File: config.mk
export PLATFORM = sky130hd
export DESIGN_NAME = bcd_to_binary_seq
export DESIGN_NICKNAME = d
export VERILOG_FILES = /design/src/rtl/bcd_pkg.sv /design/src/rtl/bcd_sub3.sv /design/src/rtl/bcd_to_binary_seq.sv
export SDC_FILE = /design/constraint.sdc
export NUM_CORES = 1
export LEC_CHECK = 0
export BUFFER_PORTS_ARGS = -buffer_cell sky130_fd_sc_hd__buf_2
export CAP_MARGIN = 0
export CELL_PAD_IN_SITES_DETAIL_PLACEMENT = 0
export CELL_PAD_IN_SITES_GLOBAL_PLACEMENT = 1
export CORE_UTILIZATION = 39
export CTS_CLUSTER_DIAMETER = 30
export DETAILED_ROUTE_END_ITERATION = 16
export PLACE_DENSITY = 0.86
export SKIP_LAST_GASP = 1
export SYNTH_ARGS = -nofsm -noshare
export SYNTH_HDL_FRONTEND = slang
export SYNTH_HIERARCHICAL = 1
export SYNTH_SLANG_ARGS = --single-unit
File: constraint.sdc
create_clock -name clk -period 1.2 [get_ports clk]
set_clock_uncertainty 0.1 [all_clocks]
set_input_delay 0 -clock clk [delete_from_list [all_inputs] [get_ports clk]]
set_output_delay 0 -clock clk [all_outputs]
set_load 0.1 [all_outputs]
File: src/rtl/bcd_pkg.sv
// Shared constants, FSM state type and digit-validity helper for the BCD converters.
package bcd_pkg;
  localparam int BCD_DIG_W   = 4;
  localparam int BCD_BIN_W   = 8;
  localparam int BCD_ITERS   = 8;
  localparam int BCD_MAX_VAL = 255;

  typedef enum logic [1:0] {
    IDLE  = 2'd0,
    SHIFT = 2'd1,
    DONE  = 2'd2
  } bcd_state_t;

  function automatic logic bcd_digit_invalid(input logic [BCD_DIG_W-1:0] d);
    return d > 4'd9;
  endfunction
endpackage

File: src/rtl/bcd_sub3.sv
// Reverse double-dabble correction cell: subtract 3 from a BCD field that reached 8 or more.
module bcd_sub3
  import bcd_pkg::*;
(
  input  logic [BCD_DIG_W-1:0] d_i,
  output logic [BCD_DIG_W-1:0] d_o
);
  assign d_o = (d_i >= 4'd8) ? (d_i - 4'd3) : d_i;
endmodule

File: src/rtl/bcd_to_binary_seq.sv
// Sequential 3-digit BCD to binary converter (reverse double-dabble, one bit per clock).
// Define BCD_TO_BINARY_SAT_EN to saturate the result to 8'hFF when ovf is set.
module bcd_to_binary_seq
  import bcd_pkg::*;
#(
  parameter int BIN_W = 8,
  parameter int DIG_W = 4
) (
  input  logic             clk,
  input  logic             rst_n,
  input  logic             start,
  input  logic [1:0]       hundreds,
  input  logic [3:0]       tens,
  input  logic [3:0]       units,
  output logic             busy,
  output logic             done,
  output logic [BIN_W-1:0] binary,
  output logic             ovf,
  output logic             err
);
  generate
    if (BIN_W != BCD_BIN_W || DIG_W != BCD_DIG_W) begin : g_bad_cfg
      $error("bcd_to_binary_seq supports only BIN_W=8, DIG_W=4");
    end
  endgenerate

  localparam logic [2:0] ITER_LAST = 3'(BCD_ITERS - 1);

  bcd_state_t  state_q, state_d;
  logic [17:0] work_q, work_d;
  logic [2:0]  cnt_q, cnt_d;
  logic [7:0]  bin_q, bin_d;
  logic        ovf_q, ovf_d;
  logic        err_q, err_d;
  logic        done_q, done_d;

  // Shift first, then correct each digit field of the shifted register.
  logic [17:0] shifted, stepped;
  logic [3:0]  hun_adj, tens_adj, units_adj;
  logic        unused_hun_hi;

  assign shifted = {1'b0, work_q[17:1]};

  bcd_sub3 u_sub_hun   (.d_i({2'b00, shifted[17:16]}), .d_o(hun_adj));
  bcd_sub3 u_sub_tens  (.d_i(shifted[15:12]),          .d_o(tens_adj));
  bcd_sub3 u_sub_units (.d_i(shifted[11:8]),           .d_o(units_adj));

  // Zero-extended hundreds can never reach 8, so its upper bits stay zero.
  assign unused_hun_hi = ^hun_adj[3:2];
  assign stepped       = {hun_adj[1:0], tens_adj, units_adj, shifted[7:0]};

  always_comb begin
    state_d = state_q;
    work_d  = work_q;
    cnt_d   = cnt_q;
    bin_d   = bin_q;
    ovf_d   = ovf_q;
    err_d   = err_q;
    done_d  = 1'b0;
    case (state_q)
      IDLE: begin
        if (start) begin
          work_d = {hundreds, tens, units, 8'b0};
          bin_d  = '0;
          cnt_d  = '0;
          if (bcd_digit_invalid(tens) || bcd_digit_invalid(units)) begin
            err_d   = 1'b1;
            ovf_d   = 1'b0;
            state_d = DONE;
          end else begin
            err_d   = 1'b0;
            ovf_d   = (hundreds == 2'd3) ||
                      ((hundreds == 2'd2) && ({tens, units} > 8'h55));
            state_d = SHIFT;
          end
        end
      end
      SHIFT: begin
        work_d = stepped;
        cnt_d  = cnt_q + 3'd1;
        if (cnt_q == ITER_LAST) state_d = DONE;
      end
      DONE: begin
        done_d = 1'b1;
`ifdef BCD_TO_BINARY_SAT_EN
        bin_d  = ovf_q ? 8'hFF : work_q[7:0];
`else
        bin_d  = work_q[7:0];
`endif
        state_d = IDLE;
      end
      default: state_d = IDLE;
    endcase
  end

  always_ff @(posedge clk or negedge rst_n) begin
    if (!rst_n) begin
      state_q <= IDLE;
      work_q  <= '0;
      cnt_q   <= '0;
      bin_q   <= '0;
      ovf_q   <= 1'b0;
      err_q   <= 1'b0;
      done_q  <= 1'b0;
    end else begin
      state_q <= state_d;
      work_q  <= work_d;
      cnt_q   <= cnt_d;
      bin_q   <= bin_d;
      ovf_q   <= ovf_d;
      err_q   <= err_d;
      done_q  <= done_d;
    end
  end

  assign busy   = (state_q == SHIFT);
  assign done   = done_q;
  assign binary = bin_q;
  assign ovf    = ovf_q;
  assign err    = err_q;
endmodule
# Yosys cells after proc, flatten, opt, wreduce, memory -nomap -nowiden
# Cells that the tools add are included.
# totals
ff_bits	34
wordCells	50
# classes
n_addsub	4
magnitude_cmp	6
eq_ne	7
n_mux	16
reduce_logical	10
# op_table
op	count
one-hot mux 18 bit (2 select lines)	1
two-way mux 18 bit	1
one-hot mux 8 bit (2 select lines)	1
>= comparator 4 bit, second input constant	2
greater-than comparator 4 bit, second input constant	2
greater-than comparator 8 x 7 -> 1 bit, second input constant	1
two-way mux 2 bit	4
two-way mux 4 bit	2
two-way mux 8 bit	1
AND reduction 2 bit	4
subtractor 4 x 2 -> 4 bit, second input constant	2
== test 2 bit, second input constant	3
one-hot mux 3 bit (2 select lines)	1
>= comparator 1 x 4 -> 1 bit, second input constant	1
one-hot mux 2 bit (2 select lines)	1
nonzero test 2 bit	2
adder 3 x 1 -> 3 bit, second input constant	1
== test 3 bit, second input constant	1
two-way mux 1 bit	3
two-way mux 3 bit	1
== test 2 x 1 -> 1 bit, second input constant	1
logical NOT 2 bit	1
logical OR 1 bit	2
!= test 2 x 1 -> 1 bit, second input constant	1
3 further kinds	3

# Logic depth before layout (Yosys ltp)
# Gate-level depths: netlist of the first run.
# depth
word_depth	5
mapped_depth	6
depth_no_buf	6

# By module
# The synthesis of the first run kept the hierarchy.
# modules_own_cells
mod	instances	cells_per_inst	area_each_um2	seq_area_each_um2
bcd_to_binary_seq	1	134	1425.1	850.8
bcd_sub3	3	11	76.3	0.0

# Worst setup path after synthesis of the first run
# No wires, ideal clock.
# synth_path
kind	register to register
from	reg state_q[1]
to	reg cnt_q[2]
t_arrival_ns	1.374
t_required_ns	1.024
path_slack_ns	-0.350
path_stages_with_launch	6
cell_sequence	dfrtp_1 > nand2b_2 > inv_2 > buf_2 > nand2_1 > o21ai_1
# synth_between
elab_chain_cells	3
# synth_rtl
element	line	source
from (decl)	bcd_to_binary_seq.sv:29	bcd_state_t state_q, state_d;
from (signal assigned)	bcd_to_binary_seq.sv:106	state_q <= state_d;
== test 2 x 1 -> 1 bit *	--	
named net busy	bcd_to_binary_seq.sv:15	output logic busy,
nonzero test 2 bit (no source line)	--	
AND reduction 2 bit (no source line)	--	
to (signal assigned)	bcd_to_binary_seq.sv:108	cnt_q <= cnt_d;
to (decl)	bcd_to_binary_seq.sv:31	logic [2:0] cnt_q, cnt_d;
# Mark *: on every way through the listed nets, which the timed path passes. The rest lies on a longest branch.
# A chain may end at the register's enable or synchronous reset.

# Worst setup path after layout of the first run
# layout_path
from	reg state_q[1]
to	out busy
# layout_between
elab_chain_cells	1
# layout_rtl
element	line	source
== test 2 x 1 -> 1 bit	bcd_to_binary_seq.sv:116	assign busy = (state_q == SHIFT);
to (decl)	bcd_to_binary_seq.sv:15	
# No other way between the ends.

==> results of run 1 <==
routing by layer:
layer	vias up	track usage [%]	wire, um	part of all wire (%)
met4	0	10.4	110	3.1
li1	685	-	-	-
met2	39	31.6	1620	45
met3	9	5.17	160	4.4
met1	640	23.7	1710	47
met5	-	0	0	0
layout by cell type (no fill, tap or decap), types with 2 or more instances in the layout:
master,instances
inv_2,2
a21oi_1,4
nor2_1,2
ha_2,2
buf_4,20
a22o_1,8
o21ai_0,5
clkbuf_8,6
dfrtp_2,12
clkbuf_4,6
buf_2,15
nand2b_4,3
nand2_1,42
bufinv_16,2
inv_1,5
xor2_1,3
o21ai_1,13
nor2b_1,3
ha_1,3
dlygate4sd3_1,12
conb_1,4
buf_12,5
ha_4,2
xnor2_1,2
buf_6,5
dfrtp_1,22
a22oi_1,7
cell type report:
type | count | area (um^2) | share of cell area, %
Clock inverter | 2 | 60.1 | 2.43
Timing Repair inverter | 1 | 6.26 | 0.253
Multi-Input combinational cell | 117 | 793 | 32.1
Sequential cell | 34 | 866 | 35.1
Clock buffer | 6 | 82.6 | 3.34
Tap cell | 50 | 62.6 | 2.53
Timing Repair Buffer | 64 | 562 | 22.7
Inverter | 8 | 37.5 | 1.52
power groups by stage:
stage,Clock (mW),Sequential (mW),Combinational (mW)
floorplan,0,2.48,1.42
global placement,0,1.98,2.68
detailed placement,0,1.98,2.73
CTS,1.35,1.95,3.15
global route,1.39,2.02,3.53
finish,1.31,1.96,3.27
metrics by stage:
step           setup TNS (ns)  power [mW]
2_1_floorplan          -0.657        3.90
3_3_place_gp            -2.36        4.65
3_5_place_dp            -2.94        4.72
4_1_cts                 -2.71        6.45
5_1_grt                 -3.94        6.94
6_report                -2.18        6.55
worst max path at each step:
stage | from | endpoint
2_1_floorplan | state_q[0] | err
3_3_place_gp | state_q[0] | work_q[8]
5_1_grt | state_q[1] | err
4_1_cts | state_q[1] | busy
3_5_place_dp | state_q[1] | busy
6_report | state_q[1] | busy
sequential cells by signal, summed over array words and instances, names as in the netlist:
register and flops:
binary 8, cnt_q 3, done 1, err 1, ovf 1, state_q 2
work_q 18
what timing repair did:
item / 4_1_cts / 5_1_grt
setup endpoints to repair: 33 / 40
resized for setup: 15 / 13
gates cloned: 1 / 0
pin swaps: 9 / 2
buffers inserted: 9 / 1
hold endpoints to repair: 46 / 0
hold buffers: 12 / 0
==> summary.txt, run 1 <==
Outcome
  – Status: finished with violations
  – Failing checks: negative setup slack

Floorplan
  – FP Rows: 23
  – Full die area: 0.00440 mm^2
  – Die height: 66.4 um
  – Die Wd: 66.4 um
  – IO Pins: 25
  – Core Area: 0.00400 mm^2
  – Initial Util: 40.4%

Placed design
  – PortBufs: 24
  – Dpl cells: 252
  – Dpl cell area: 0.00203 mm^2
  – Dpl hpwl: 2320 um
  – Place WS: -0.163 ns
  – GPL Wtd Cong: 0.792

Clock network
  – Number of buffers created by CTS: 5
  – CTS Sinks: 34
  – CTS clk-pin slew, worst paths: 0.07 ns
  – H-tree depth: 2
  – Root Driver: clkbuf_8
  – Clk Latency, worst-skew pair: 0.29 ns
  – CTS tree: yes
  – Max Buffers Root-to-Sink: 2

Detailed routing
  – # DRC: 0
  – First drt pass iteration count: 4
  – Vias per cell: 4.87
  – Detailed-route via count: 1373
  – Final wirelength: 3600 um
  – WL/cell: 12.8 um
  – Drt first-iter violations: 77
  – Post-DRT Antenna Nets: 0

Global routing
  – Largest net degree at the start of global routing: 20
  – First-pass GRT wire length: 6250 um
  – All-Layer GR Usage: 19.6%
  – Antenna violations before repair: 0
  – Vias in the first global route: 1409
  – Grt total ovfl: 0

Layout
  – Fill cells: 327
  – Final instance area: 0.00247 mm^2
  – Syn-to-layout area delta: 52.9%
  – Diode count: 0
  – Share of cells above drive strength 1: 39.2%
  – Util after Layout: 61.7%
  – Fin nets: 251
  – Final std cells w/o fill: 282

Pwr
  – Psw: 2.65 mW
  – Power Density: 2650 mW/mm^2
  – Max VDD drop: 0.00154 V
  – Clk network pwr share: 20.0%
  – Int Power: 3.90 mW
  – Gate power share: 50.0%
  – Leakage: 1.17 nW
  – Switch share: 40.4%
  – Seq pwr share: 30.0%

Synth
  – Synthesized instance count: 162
  – Syn_area_per_cell: 9.97 um^2
  – Ys Warns: 6
  – Synthesized area: 0.00162 mm^2

Setup path
  – Critical Path Sink Type: primary output
  – Number of cells on the critical path: 4
  – CP max FO: 5
  – Slowest cell on crit path: dfrtp_2
  – Worst path max stage delay: 0.45 ns
  – Critical path class: reg -> out
  – Cell family with most CP delay: flip-flops
  – Worst Path Required: 1.10 ns
  – CP Cell Sequence: nand2b_4, inv_8, buf_6, buf_12
  – CP Buf/Inv Count: 3
  – CP Data Arrival Time: 1.24 ns
  – Reg2Reg Depth: 6
  – Startpoint types: flip-flop
  – Reg-to-reg endpoint: work_q[9]
  – Worst R2R Start: work_q[9]
  – Reg2Reg Setup Slack: -0.10 ns

Timing
  – Fin. Hold Viols: 0
  – Min cycle time layout: 1.34 ns
  – Final period utilization: 111%
  – Slew Viols, Final: 0
  – RSZ-0062 raised after global routing: true
  – Hold Slack: 0.0626 ns
  – Peak Freq: 749 MHz
  – Final WS setup: -0.135 ns
  – Final setup violating endpoints: 34

Flow run
  – Number of max-cap violations: 0

Min path
  – HP Class: in -> async
(Power assumes the default switching activity.)
==> inputs of run 2 (changes only) <==
--- a/config.mk
+++ b/config.mk
@@ -5,12 +5,13 @@
 export SDC_FILE = /design/constraint.sdc
 export NUM_CORES = 1
 export LEC_CHECK = 0
+export ABC_AREA = 1
 export BUFFER_PORTS_ARGS = -buffer_cell sky130_fd_sc_hd__buf_2
 export CAP_MARGIN = 0
 export CELL_PAD_IN_SITES_DETAIL_PLACEMENT = 0
 export CELL_PAD_IN_SITES_GLOBAL_PLACEMENT = 1
-export CORE_UTILIZATION = 39
-export CTS_CLUSTER_DIAMETER = 30
+export CORE_UTILIZATION = 40
+export CTS_CLUSTER_DIAMETER = 150
 export DETAILED_ROUTE_END_ITERATION = 16
 export PLACE_DENSITY = 0.86
 export SKIP_LAST_GASP = 1
==> constraint.sdc (replaced) <==
create_clock -name clk -period 1.5 [get_ports clk]
set_clock_uncertainty 0.1 [all_clocks]
set_input_delay 0 -clock clk [delete_from_list [all_inputs] [get_ports clk]]
set_output_delay 0 -clock clk [all_outputs]
set_load 0.1 [all_outputs]
==> run 2 against run 1 <==
Net effect: the flow now finishes without violations; via count down 4.4%; largest cell class unchanged; first-iteration DRC count shrank 18%; routed wire length fell by 10%; synthesized area up 2.6%; critical path depth fell by 1; power fell by 29%; synthesized cell count increased by 19%; cell count increased by 3.2%.
==> summary.txt, run 2 <==
Global routing
  – Largest net degree at the start of global routing: 19 (-5.0%)
  – Grt total ovfl: 0 (unchanged)
  – All-Layer GR Usage: 17.6% (-2.0 points)
  – Antenna violations before repair: 0 (unchanged)
  – First-pass GRT wire length: 5710 um (-8.6%)
  – Vias in the first global route: 1307 (-7.2%)

Clock network
  – Post-CTS sizing: 0 (-15)
  – CTS tree: yes
  – Root Driver: clkbuf_8
  – CTS clk-pin slew, worst paths: 0.07 ns (about the same)
  – H-tree depth: 2 (unchanged)
  – CTS Sinks: 34 (unchanged)
  – Number of buffers created by CTS: 5 (unchanged)
  – Clk Latency, worst-skew pair: 0.28 ns (about the same)
  – Max Buffers Root-to-Sink: 2 (unchanged)

Timing
  – Min cycle time layout: 1.38 ns
  – RSZ-0062 raised after global routing: true
  – Fin. Hold Viols: 0 (unchanged)
  – Final period utilization: 91.9%
  – Slew Viols, Final: 0 (unchanged)
  – Peak Freq: 726 MHz
  – Final setup violating endpoints: 0 (-100%)

Layout
  – Commonest non-fill, non-tap cell in the layout: nand2_1
  – Final instance area: 0.00216 mm^2 (-12%)
  – Most frequent cells in the layout: 59 x nand2_1, 34 x dfrtp_1, 28 x inv_1
  – Register bank with the most flops: work_q
  – Fill cells: 371 (+13%)
  – Syn-to-layout area delta: 30.7%
  – Max reg flops: 18 (unchanged)
  – Fin nets: 260 (+3.6%)
  – Util after Layout: 54.1% (-7.6 points)
  – Share of cells above drive strength 1: 19.5% (-20 points)
  – Area of the multi-input gates: 678 um^2 (-15%)
  – Diode count: 0 (unchanged)
  – Storage cell area: 851 um^2 (-1.7%)

Setup path
  – Startpoint types: flip-flop
  – Number of cells on the critical path: 3 (-1)
  – CP Cell Sequence: nor2_4, buf_4, buf_12
  – Reg2Reg Setup Slack: 0.12 ns (+0.22 ns)
  – Reg-to-reg endpoint: work_q[17]
  – CP Data Arrival Time: 1.28 ns (+0.04 ns)
  – Critical Path Sink Type: primary output
  – Worst R2R Start: state_q[0]
  – Cell family with most CP delay: flip-flops
  – CP Buf/Inv Count: 2 (-1)
  – Worst Path Required: 1.40 ns (+0.30 ns)
  – Reg2Reg Depth: 7 (+1)
  – Critical path class: reg -> out
  – Worst path max stage delay: 0.44 ns (about the same)
  – CP max FO: 6 (+1)
  – Slowest cell on crit path: dfrtp_1

Placed design
  – PortBufs: 24 (unchanged)
  – Dpl hpwl: 2280 um (-1.6%)
  – GPL Wtd Cong: 0.753 (-4.9%)
  – Dpl cell area: 0.00189 mm^2 (-6.8%)

Min path
  – Hold_sp: start
  – HP Class: in -> reg
  – Hold EP: binary[7]
  – Worst Hold Path Cells: 4

Floorplan
  – Initial Util: 41.4% (+1.0 points)
  – Die Wd: 66.4 um (unchanged)
  – IO Pins: 25 (unchanged)
  – Core Area: 0.00400 mm^2 (unchanged)
  – FP Rows: 23 (unchanged)
  – Die height: 66.4 um (unchanged)
  – Full die area: 0.00440 mm^2 (unchanged)

Detailed routing
  – First drt pass iteration count: 5 (+1)
  – Met2 wire len: 1490 um (-8.0%)
  – Final wirelength: 3230 um (-10%)
  – Drt first-iter violations: 63 (-18%)
  – Met3 wire len: 67 um (-58%)
  – Post-DRT Antenna Nets: 0 (unchanged)
  – Vias per cell: 4.51 (-7.4%)
  – Top Metal Used: met4
  – WL/cell: 11.1 um (-13%)
  – Met1 WL: 1600 um (-6.6%)
  – # DRC: 0 (unchanged)
  – Detailed-route via count: 1312 (-4.4%)

Synth
  – Synthesized area: 0.00166 mm^2 (+2.6%)
  – Synthesized instance count: 192 (+19%)
  – Syn_area_per_cell: 8.63 um^2 (-13%)
  – Ys Warns: 6 (unchanged)

Flow run
  – Number of max-cap violations: 0 (unchanged)

Pwr
  – Max VDD drop: 0.000909 V (-41%)
  – Overall Power: 4.65 mW (-29%)
  – Leakage: 1.14 nW (-2.7%)
  – Power Density: 2150 mW/mm^2 (-19%)

Outcome
  – Status: finished, final reports clean
-- run 2: routing by layer --
layer | GRT usage [%] | vias up
met5 | 0 | -
met2 | 26.4 | 15
li1 | - | 701
met1 | 23.6 | 589
met4 | 7.18 | 0
met3 | 5.17 | 7
-- run 2: worst max-delay path by stage --
| stage | slack [ns] | startpoint | endpoint |
|---|---|---|---|
| 2_1_floorplan | 0.007 | state_q[1] | work_q[12] |
| 3_3_place_gp | 0.15 | state_q[0] | work_q[8] |
| 3_5_place_dp | 0.09 | state_q[0] | work_q[8] |
| 4_1_cts | 0.09 | state_q[0] | work_q[8] |
| 5_1_grt | -0.02 | state_q[0] | work_q[11] |
| 6_report | 0.12 | state_q[1] | busy |
-- run 2: worst min-delay path, stage by stage --
cell and delay (ns):
buf_2 0.10, nand2_4 0.09, nand3_1 0.09, o21ai_0 0.07
-- run 2: layout make-up --
| cell class | count | area share (%) |
|---|---|---|
| Clock inverter | 3 | 3.18 |
| Tap cell | 50 | 2.89 |
| Clock buffer | 5 | 3.18 |
| Multi-Input combinational cell | 127 | 31.3 |
| Inverter | 30 | 5.20 |
| Sequential cell | 34 | 39.3 |
| Timing Repair Buffer | 42 | 14.9 |
-- run 2: power by group --
part	internal [mW]	total (mW)	switching [mW]	leakage, nW
clock	0.666	1.01	0.342	0.0683
combinational	0.699	2.15	1.45	0.624
sequential	1.24	1.49	0.246	0.445
-- run 2: what timing repair did --
item                                    4_1_cts  5_1_grt
hold buffers                                 11        0
buffers inserted                              0        2
endpoints found under the setup margin        0        5
hold endpoints to repair                     45        0
-- run 2: metrics by stage --
stage / TNS, ns / instances / setup WS (ns) / hold slack [ns]
after global placement: 0 / 270 / 0.147 / -0.150
after detailed placement: 0 / 270 / 0.0932 / -0.146
after global routing: -0.0331 / 291 / -0.0205 / 0.0283
final: 0 / 291 / 0.122 / 0.00924
after floorplan: 0 / 195 / 0.00747 / -0.396
after CTS: 0 / 289 / 0.0871 / 0.00629
